--- src/rtl/booth_pkg.sv ---
// Shared mode encodings and default width for the radix-2 Booth datapath.
// The A and Q mode codes are the {LA1,LA0} / {LQ1,LQ0} control pairs.
package booth_pkg;

    localparam int BOOTH_N = 8;

    localparam logic [1:0] A_HOLD  = 2'b00;
    localparam logic [1:0] A_LOAD  = 2'b01;
    localparam logic [1:0] A_SHIFT = 2'b10;
    localparam logic [1:0] A_CLEAR = 2'b11;

    localparam logic [1:0] Q_HOLD  = 2'b00;
    localparam logic [1:0] Q_LOAD  = 2'b01;
    localparam logic [1:0] Q_SHIFT = 2'b10;
    localparam logic [1:0] Q_CLEAR = 2'b11;

endpackage

--- src/rtl/booth_addsub.sv ---
// Combinational W-bit adder/subtractor for the Booth accumulator: result = a + m or a - m.
// Latency: none (purely combinational). Backpressure: none.
module booth_addsub #(
    parameter int W = 9
) (
    input  logic [W-1:0] a,
    input  logic [W-1:0] m,
    input  logic         sub,
    output logic [W-1:0] result
);

    assign result = sub ? (a - m) : (a + m);

endmodule

--- src/rtl/booth_datapath.sv ---
// Booth multiplier datapath: M/A/Q/Qm1 registers, add/sub, coupled shift, product latch;
// 1-cycle register updates, product 1 cycle after done. No backpressure: controller-driven.
// Optional protocol checker enabled by defining BOOTH_DP_PROTOCOL_CHECK_EN.
module booth_datapath
    import booth_pkg::*;
#(
    parameter int N = BOOTH_N
) (
    input  logic             clock,
    input  logic             reset,
    input  logic [N-1:0]     multiplicand,
    input  logic [N-1:0]     multiplier,
    input  logic             LM,
    input  logic             LA1,
    input  logic             LA0,
    input  logic             LQ1,
    input  logic             LQ0,
    input  logic             AS,
    input  logic             done,
    output logic             Q0,
    output logic             Qm1,
    output logic [2*N-1:0]   product,
    output logic             product_valid
`ifdef BOOTH_DP_PROTOCOL_CHECK_EN
    ,
    output logic             protocol_error
`endif
);

    localparam int W = N + 1;

    logic [1:0]     a_mode;
    logic [1:0]     q_mode;
    logic [W-1:0]   m_q, m_d;
    logic [W-1:0]   a_q, a_d;
    logic [W-1:0]   addsub_res;
    logic [N-1:0]   q_q, q_d;
    logic           qm1_q, qm1_d;
    logic [2*N-1:0] product_q, product_d;
    logic           product_valid_q, product_valid_d;

    assign a_mode = {LA1, LA0};
    assign q_mode = {LQ1, LQ0};

    booth_addsub #(
        .W(W)
    ) u_addsub (
        .a      (a_q),
        .m      (m_q),
        .sub    (AS),
        .result (addsub_res)
    );

    always_comb begin
        m_d             = m_q;
        a_d             = a_q;
        q_d             = q_q;
        qm1_d           = qm1_q;
        product_d       = product_q;
        product_valid_d = product_valid_q;

        if (LM) begin
            m_d = {multiplicand[N-1], multiplicand};
        end

        case (a_mode)
            A_LOAD:  a_d = addsub_res;
            A_SHIFT: a_d = {a_q[N], a_q[N:1]};
            A_CLEAR: a_d = '0;
            default: a_d = a_q;
        endcase

        // Latch from pre-edge A/Q; a same-cycle Q load below takes priority on valid.
        if (done && !product_valid_q) begin
            product_d       = {a_q[N-1:0], q_q};
            product_valid_d = 1'b1;
        end

        case (q_mode)
            Q_LOAD: begin
                q_d             = multiplier;
                qm1_d           = 1'b0;
                product_valid_d = 1'b0;
            end
            Q_SHIFT: begin
                q_d   = {a_q[0], q_q[N-1:1]};
                qm1_d = q_q[0];
            end
            Q_CLEAR: begin
                q_d   = '0;
                qm1_d = 1'b0;
            end
            default: begin
                q_d   = q_q;
                qm1_d = qm1_q;
            end
        endcase
    end

    always_ff @(posedge clock) begin
        if (reset) begin
            m_q             <= '0;
            a_q             <= '0;
            q_q             <= '0;
            qm1_q           <= 1'b0;
            product_q       <= '0;
            product_valid_q <= 1'b0;
        end else begin
            m_q             <= m_d;
            a_q             <= a_d;
            q_q             <= q_d;
            qm1_q           <= qm1_d;
            product_q       <= product_d;
            product_valid_q <= product_valid_d;
        end
    end

    assign Q0            = q_q[0];
    assign Qm1           = qm1_q;
    assign product       = product_q;
    assign product_valid = product_valid_q;

`ifdef BOOTH_DP_PROTOCOL_CHECK_EN
    logic protocol_error_q, protocol_error_d;
    logic half_shift;
    logic bad_load;
    logic bad_done;

    always_comb begin
        half_shift       = (a_mode == A_SHIFT) != (q_mode == Q_SHIFT);
        bad_load         = (a_mode == A_LOAD) && (LM || (q_mode == Q_SHIFT));
        bad_done         = done && ((a_mode != A_HOLD) || (q_mode != Q_HOLD));
        protocol_error_d = protocol_error_q | half_shift | bad_load | bad_done;
    end

    // Sticky: only reset clears a recorded violation.
    always_ff @(posedge clock) begin
        if (reset) begin
            protocol_error_q <= 1'b0;
        end else begin
            protocol_error_q <= protocol_error_d;
        end
    end

    assign protocol_error = protocol_error_q;
`endif

endmodule
--- config.mk ---
export PLATFORM = sky130hd
export DESIGN_NAME = booth_datapath
export DESIGN_NICKNAME = d
export VERILOG_FILES = /design/src/rtl/booth_pkg.sv /design/src/rtl/booth_addsub.sv /design/src/rtl/booth_datapath.sv
export SDC_FILE = /design/constraint.sdc
export NUM_CORES = 1
export LEC_CHECK = 0
export ABC_AREA = 1
export CAP_MARGIN = 20
export CORE_ASPECT_RATIO = 0.8
export CORE_UTILIZATION = 47
export DETAILED_ROUTE_END_ITERATION = 12
export HOLD_SLACK_MARGIN = 0.08
export PLACE_DENSITY = 0.78
export RECOVER_POWER = 25
export SKIP_LAST_GASP = 1
export SLEW_MARGIN = 20
export SYNTH_ARGS = -nofsm -noshare
export SYNTH_HDL_FRONTEND = slang
export SYNTH_HIERARCHICAL = 1
export SYNTH_SLANG_ARGS = --single-unit
--- constraint.sdc ---
create_clock -name clock -period 2.07 [get_ports clock]
set_clock_uncertainty 0.1 [all_clocks]
set_input_delay 0.207 -clock clock [delete_from_list [all_inputs] [get_ports clock]]
set_output_delay 0.207 -clock clock [all_outputs]
set_load 0.005 [all_outputs]
Word level (Yosys, flattened, before mapping). Cells that the tools add are included.

Flip-flop bits (word level): 43.

Add/sub/neg operators: 2. Equal/unequal tests: 6. Mux-type cells: 4. Bitwise gates (word level): 1. Reductions and logical operators: 9.

Operator list (count): 9-bit one-hot mux with 3 select lines (1); 8-bit one-hot mux with 3 select lines (1); 9-bit adder (1); 9-bit 2-to-1 mux (1); 9-bit subtractor (1); 2-bit equality test, second input constant (4); 3-bit nonzero test (2); 2-bit by 1-bit equality test with 1-bit output, second input constant (2); 2-bit nonzero test (2); 2-bit OR reduction (2); 1-bit one-hot mux with 2 select lines (1); 2-bit AND reduction (1); 1-bit logical AND (1); 1-bit logical NOT (1); 1-bit NOT (1).

Longest topological paths before layout. Gate-level depths: netlist of run 1.

Word-level depth: 3. Mapped depth: 20.

Cells and area by module. Netlist of run 1, hierarchy kept.

Modules (own cells, without submodules): booth_datapath (instances 1, cells each 240, area each 1854.3 µm², sequential area each 860.8 µm²); booth_addsub (instances 1, cells each 116, area each 615.6 µm², sequential area each 0.0 µm²).

Least setup slack after synthesis of run 1. No wires, ideal clock.

Path type: reg2reg. From: register m_q[0]. To: register a_q[7]. Library setup time: 0.109 ns. Data arrival time: 1.926 ns. Data required time: 1.861 ns. Path slack: -0.065 ns. Stages on the path, launching flop included: 17. Path buffers: 0. Period minus slack after synthesis: 2.135 ns. Cells stage by stage: dfxtp_1 -> inv_1 -> ha_1 -> nand2_1 -> nand2_2 -> xor2_1 -> ha_1 -> a21oi_1 -> nor2_1 -> nor2_1 -> nand2_1 -> nand2_1 -> nand2_1 -> nand3_1 -> nand3_1 -> nand2_1 -> inv_1.

Longest elaborated chain between the ends: 3. Elaborated cells on any way between the ends: 4. Classes of those cells: add/sub: 2; mux: 2.

RTL lines: from (decl) (line booth_datapath.sv:34) `logic [W-1:0] m_q, m_d;`; from (signal assigned) (line booth_datapath.sv:109) `m_q <= m_d;`; 9-bit adder or 9-bit subtractor (tied branches) (line booth_addsub.sv:12) `assign result = sub ? (a - m) : (a + m);`; 9-bit 2-to-1 mux * (line booth_addsub.sv:12); via addsub_res[7] (line booth_datapath.sv:36) `logic [W-1:0] addsub_res;`; 9-bit one-hot mux with 3 select lines * (line booth_datapath.sv:66) `case (a_mode)`; to (signal assigned) (line booth_datapath.sv:103) `a_q <= '0;`; to (signal assigned) (line booth_datapath.sv:110) `a_q <= a_d;`; to (decl) (line booth_datapath.sv:35) `logic [W-1:0] a_q, a_d;`.

Mark *: on every way through the listed nets, which the timed path passes. The rest lies on a longest branch. A chain may end at the register's enable or synchronous reset.

Worst setup path in the final report of run 1. Ends and elaborated chain as after synthesis.

==> results of run 1 <==
-- cell usage after synthesis --
master | count | area share (%)
nor2_2 | 10 | 2.5
o21ai_0 | 3 | 0.61
nand4_1 | 2 | 0.51
nand2_1 | 72 | 11
inv_4 | 2 | 0.51
a21oi_1 | 6 | 1.2
buf_4 | 2 | 0.61
buf_6 | 5 | 2.3
buf_8 | 1 | 0.61
inv_2 | 6 | 0.91
nand3_1 | 51 | 10
ha_1 | 9 | 4.6
a22oi_1 | 1 | 0.30
nand3b_1 | 2 | 0.61
nand2_4 | 1 | 0.46
o21ai_1 | 24 | 4.9
nand2_2 | 2 | 0.51
inv_6 | 1 | 0.35
or2_1 | 1 | 0.25
inv_1 | 41 | 6.2
xor2_1 | 4 | 1.4
o21bai_1 | 1 | 0.30
xnor2_1 | 4 | 1.4
nor2_4 | 2 | 0.91
nand3_2 | 8 | 3.2
nor2_1 | 49 | 7.4
dfxtp_1 | 43 | 35
buf_2 | 2 | 0.41
fa_1 | 1 | 0.81
-- per-stage QoR --
step / area (um^2) / setup TNS [ns] / power (uW) / instances
final: 3260 / -0.284 / 2220 / 480
after global routing: 3260 / -1.01 / 2350 / 480
after CTS: 3150 / -0.172 / 2160 / 479
after detailed placement: 3030 / -1.99 / 1620 / 468
after global placement: 3030 / -1.71 / 1600 / 468
after floorplan: 2490 / 0 / 1390 / 356
-- per-layer routing --
| layer | track usage (%) | share of wire [%] | vias to the layer above |
|---|---|---|---|
| li1 | - | - | 1253 |
| met1 | 27.1 | 49 | 1094 |
| met2 | 34.8 | 46 | 46 |
| met3 | 4.71 | 3.8 | 7 |
| met4 | 6.90 | 1.0 | 0 |
| met5 | 0 | 0 | - |
-- worst max-delay path: stages, from the launching register on --
cell	delay [ns]
dfxtp_2	0.36
inv_4	0.05
ha_4	0.17
nand2_4	0.06
nand2_4	0.05
xor2_1	0.14
ha_1	0.35
a21oi_2	0.16
nor2_1	0.07
nor2_1	0.13
nand2_1	0.07
nand2_1	0.06
nand2_1	0.06
nand3_1	0.07
nand3_1	0.09
nand2_1	0.06
inv_1	0.03
-- flip-flops by register name, summed over array words and instances, names as in the netlist --
signal,cells
Qm1,1
product_valid,1
product,16
a_q,9
m_q,8
q_q,8
-- report_power, final --
group          total (uW)  leakage [uW]  switching, uW  internal, uW
logic                 743       0.00114            375           368
clock network         525     0.0000412            289           236
registers             947      0.000354           59.8           887
-- layout make-up --
class / instances / area (um^2)
flip-flops and latches: 43 / 865
fillers: 467 / 1780
clock buffers: 6 / 72.6
repair buffers: 64 / 583
well taps: 62 / 77.6
clock inverters: 2 / 12.5
inverters: 50 / 201
multi-input cells: 253 / 1450
-- worst paths after layout --
check	cells after the start	from	endpoint	slack (ns)
min	2	Qm1	Qm1	0.38
max reg2reg	16	m_q[0]	a_q[7]	-0.10
max	16	m_q[0]	a_q[7]	-0.10
min reg2reg	2	Qm1	Qm1	0.38
-- timing repair --
action,in CTS,in global routing
pin swaps,12,17
resized for setup,7,18
buffers inserted,3,1
setup endpoints to repair,6,7
-- cells by family (layout without fill, tap and decap cells) --
| logic type | after synthesis | in the layout | share of synthesized area [%] |
|---|---|---|---|
| XOR/XNOR | 8 | 8 | 2.84 |
| flip-flops | 43 | 43 | 34.9 |
| AND/OR/NAND/NOR | 200 | 200 | 37.7 |
| buffers and inverters | 60 | 122 | 11.9 |
| AO/OA/AOI/OAI | 35 | 35 | 7.30 |
| adder cells (fa/ha/maj) | 10 | 10 | 5.37 |
==> results.cfg, run 1 <==
[outcome]
status = finished with violations
violations = negative setup slack

[worst_setup_path]
critical_path.max_fanout = 3
cp_data_required_time_ns = 2.17
critPathLaunchType = register
setup.worst_path.end_class = register
cp_data_arrival_time_ns = 2.28
critPathKind = reg2reg

[clocking]
numCtsBuffers = 5
clk_latency_ns = 0.30
cts-root-buf = clkbuf_8
cts_tree = built
clock-sinks = 43
clk_path_buf_depth = 2
path_clk_slew_ns = 0.08
h-tree-depth = 2
ctsHoldBuffers = 0

[layout]
layout_common_cells = nand2_1 (70), nand3_1 (50), nor2_1 (47), clkdlybuf4s50_1 (41), dfxtp_1 (40)
postLayoutCoreUtil_pct = 64.7
antennaDiodeCount = 0
fin_nets = 452
area_growth_pct = 32.0
final_common_cell = nand2_1
drive_gt1_share_pct = 19.9

[logic_synthesis]
synth.distinct_cells = 29
yosys_warnings = 6
yosysSeqAreaShare_pct = 34.9
synth_nets = 391
ys_ff_latch = 43
netlist_area_mm2 = 0.00247
postSynthCellCount = 356
avgSynthCellArea_um2 = 6.94

[job]
maxCapViolations = 0

[sta]
setup_violations = 4
worstMarginPinSlew_ns = 0.760
slew-limit-headroom_pct = 49.1
fin_crit_ns = 2.17
fin_crit_sh_pct = 105
setup_slack_ns = -0.103
holdWs_ns = 0.377
maxSlewViolCount = 0
rsz0062_at_grt = yes
hold_viol_final = 0
fmax_mhz = 460

[floorplanning]
core_area_mm2 = 0.00504
die_h_um = 66.8
dieArea_mm2 = 0.00555
dieWidth_um = 83.1
core.rowCount = 23
io_pins = 44
start_util_pct = 49.0

[global_route]
overflow = 0
track_usage_pct = 20.9
grt_pass1_vias = 2222
grt_max_degree = 19
antenna_found_initial = 0
grt_pass1_wl_mm = 9.37

[route]
drc_errors = 0
wire_per_inst_um = 11.8
drt_first_iter_violations = 117
ant_nets = 0
vias = 2400
viasPerCell = 5.00
routed_wl_mm = 5.66
dr.pass1.iters = 5

[place]
post-dp-hpwl_mm = 4.23
pre_cts_ws_ns = -0.364
gp_congestion = 0.813
io_buffer_count = 43

[power]
p_per_area_mw_per_mm2 = 679
ir_drop_v = 0.000478
p_leak_uw = 0.00153

[min_path]
hold_class = reg2reg
Note: power is estimated with default switching activity, not from simulation.
==> run 2: changes to the inputs <==
Settings changed: CORE_MARGIN set to 2, CORE_UTILIZATION 47 to 46, PLACE_DENSITY 0.78 to 0.75, SYNTH_HIERARCHICAL 1 to unset.
==> run 2 against run 1 <==
Synthesized area down 11%. Via count down 9.2%. Worst setup slack worse by 0.011 ns. Critical path type unchanged. Final cell count down 9.4%. Power up 0.37%. Sequential share of layout area up 1.3 points. Highest routed layer unchanged. The run still ends with negative setup slack left. Final area down 4.1%.
==> results.cfg, run 2 <==
[sta]
fin_crit_ns = 2.18
setup_slack_ns = -0.114
fmax_mhz = 458
fin_crit_sh_pct = 106
slew-limit-headroom_pct = 63.9
setup_violations = 5
hold_viol_final = 0
maxSlewViolCount = 0
rsz0062_at_grt = yes
worstMarginPinSlew_ns = 0.541
holdWs_ns = 0.391
fin_setup_tns_ns = -0.389

[min_path]
min_delay_path_depth = 2
hold_class = reg2reg

[layout]
area_growth_pct = 42.3
layout_common_cells = inv_1 (56), clkdlybuf4s50_1 (41), dfxtp_1 (40), nand2_1 (40), o21ai_0 (33)
multi_input_area_mm2 = 0.00125
fin_cells = 435
drive_gt1_share_pct = 17.6
antennaDiodeCount = 0
seqCellArea_um2 = 870
n_fill_cell = 392
final_common_cell = inv_1
fin_nets = 409
largest_reg_flops = 16
postLayoutCoreUtil_pct = 68.0

[clocking]
clock-sinks = 43
cts-root-buf = clkbuf_8
numCtsBuffers = 5
clk_path_buf_depth = 2
h-tree-depth = 2
cts_tree = built
path_clk_slew_ns = 0.08
clk_latency_ns = 0.30

[worst_setup_path]
cpPeakStageDelay_ns = 0.37
setup.worst_path.end_class = register
cp_slowest_cell = dfxtp_4
critical_path.max_fanout = 4
critPathLaunchType = register
critPathKind = reg2reg
cp_data_required_time_ns = 2.20
critPathTopFamily = simple AND/OR/NAND/NOR gates
worstRegToRegCells = 15
cp_cell_sequence = nor3_4 -> nand2_1 -> o21ai_2 -> o21ai_1 -> xor2_1 -> inv_1 -> ha_4 -> nand2_2 -> o21ai_1 -> inv_1 -> nand2_1 -> inv_1 -> nand3_1 -> nand3_1 -> a21oi_1
r2r-end = a_q[8]
cp_common_cell = inv_1
crit_path_end = a_q[8]
r2r-start = m_q[0]
setup.worst_path.start = m_q[0]
rrSetupSlack_ns = -0.11
cp_data_arrival_time_ns = 2.32
cp_num_cells = 15
critPathBufInv = 3

[route]
drt_first_iter_violations = 139
dr.pass1.iters = 5
ant_nets = 0
viasPerCell = 5.01
vias = 2179
wire_per_inst_um = 12.6
routed_wl_mm = 5.48
drc_errors = 0

[logic_synthesis]
netlist_area_mm2 = 0.00220
avgSynthCellArea_um2 = 7.15
synth_top_area_share_pct = 39.2
ys_async_sr_fraction_pct = 0
ys_ff_latch = 43
synth_area_leaders = dfxtp_1 (39%), inv_1 (9.9%), o21ai_0 (8.2%), nand2_1 (7.5%), a21oi_1 (5.7%)
yosysMostFrequentCell = inv_1
synth_top_area_cell = dfxtp_1
synth_nets = 342
synth.distinct_cells = 28
postSynthCellCount = 307
synth_commonest_cells = inv_1 (58), nand2_1 (44), dfxtp_1 (43)
synth-edff-count = 0
synth_ff_type = dfxtp_1
yosysSeqAreaShare_pct = 39.2
yosys_warnings = 0

[global_route]
grt_max_degree = 35
grt_pass1_vias = 1989
antenna_found_initial = 0
overflow = 0
track_usage_pct = 21.5
grt_pass1_wl_mm = 8.89

[floorplanning]
core_area_mm2 = 0.00460
dieArea_mm2 = 0.00535
io_pins = 44
core.rowCount = 22
start_util_pct = 47.8
dieWidth_um = 81.2
die_h_um = 65.8

[power]
p_leak_uw = 0.00137
ir_drop_v = 0.000485
p_total_uw = 2220
p_per_area_mw_per_mm2 = 711

[place]
io_buffer_count = 43
post-dp-hpwl_mm = 3.89
placedCellCount = 422
gp_congestion = 0.839

[outcome]
violations = negative setup slack
status = finished with violations

[job]
maxCapViolations = 0
## run 2: worst reg2reg max path: stages, from the launching register on
cell and delay, ns:
dfxtp_4 0.37, nor3_4 0.19, nand2_1 0.09, o21ai_2 0.15
o21ai_1 0.10, xor2_1 0.15, inv_1 0.10, ha_4 0.29
nand2_2 0.05, o21ai_1 0.11, inv_1 0.05, nand2_1 0.08
inv_1 0.04, nand3_1 0.06, nand3_1 0.06, a21oi_1 0.14
## run 2: worst min-delay path by stage
stage	start	endpoint	slack, ns
after global placement	q_q[1]	product[1]	0.37
after floorplan	multiplicand[3]	m_q[3]	0.24
after detailed placement	q_q[1]	product[1]	0.37
after global routing	multiplicand[3]	m_q[3]	0.42
final	q_q[1]	product[1]	0.39
after CTS	q_q[1]	product[1]	0.39
## run 2: layout make-up
cell class	instances	area share, %
clock buffers	5	2.20
inverters	58	6.97
well taps	60	2.40
repair buffers	68	19.9
flip-flops and latches	43	27.8
multi-input cells	198	40.0
clock inverters	3	0.801
## run 2: cell families after synthesis
| group | after synthesis | synth area share [%] |
|---|---|---|
| XOR/XNOR | 10 | 3.99 |
| flip-flops | 43 | 39.2 |
| AO/OA/AOI/OAI | 83 | 21.2 |
| buffers and inverters | 66 | 11.7 |
| adder cells (fa/ha/maj) | 10 | 6.04 |
| AND/OR/NAND/NOR | 95 | 17.8 |
## run 2: power by group
group	total, uW	switching, uW	internal, uW
Sequential	944	57.9	886
Combinational	736	352	384
Clock	543	302	241
Total	2220	712	1510
## run 2: repair_timing
action	CTS	global route
setup buffers	2	4
hold buffers	0	0
endpoints found under the setup margin	6	6
endpoints found under the hold margin	0	0
resized for setup	19	17
pin swaps	9	11
## run 2: metrics by stage
stage	worst slack, ns	instance area [um^2]
2_1_floorplan	0.0220	2220
3_3_place_gp	-0.279	2850
4_1_cts	-0.0862	3040
3_5_place_dp	-0.311	2850
5_1_grt	-0.326	3130
6_report	-0.114	3130
## run 2: layer usage
layer  GRT usage, %  vias up  share of wire (%)
li1               -     1124                  -
met1           29.5      994                 48
met2           34.9       55                 45
met3           4.10        6                5.5
met4           5.30        0                1.4
met5              0        -                  0
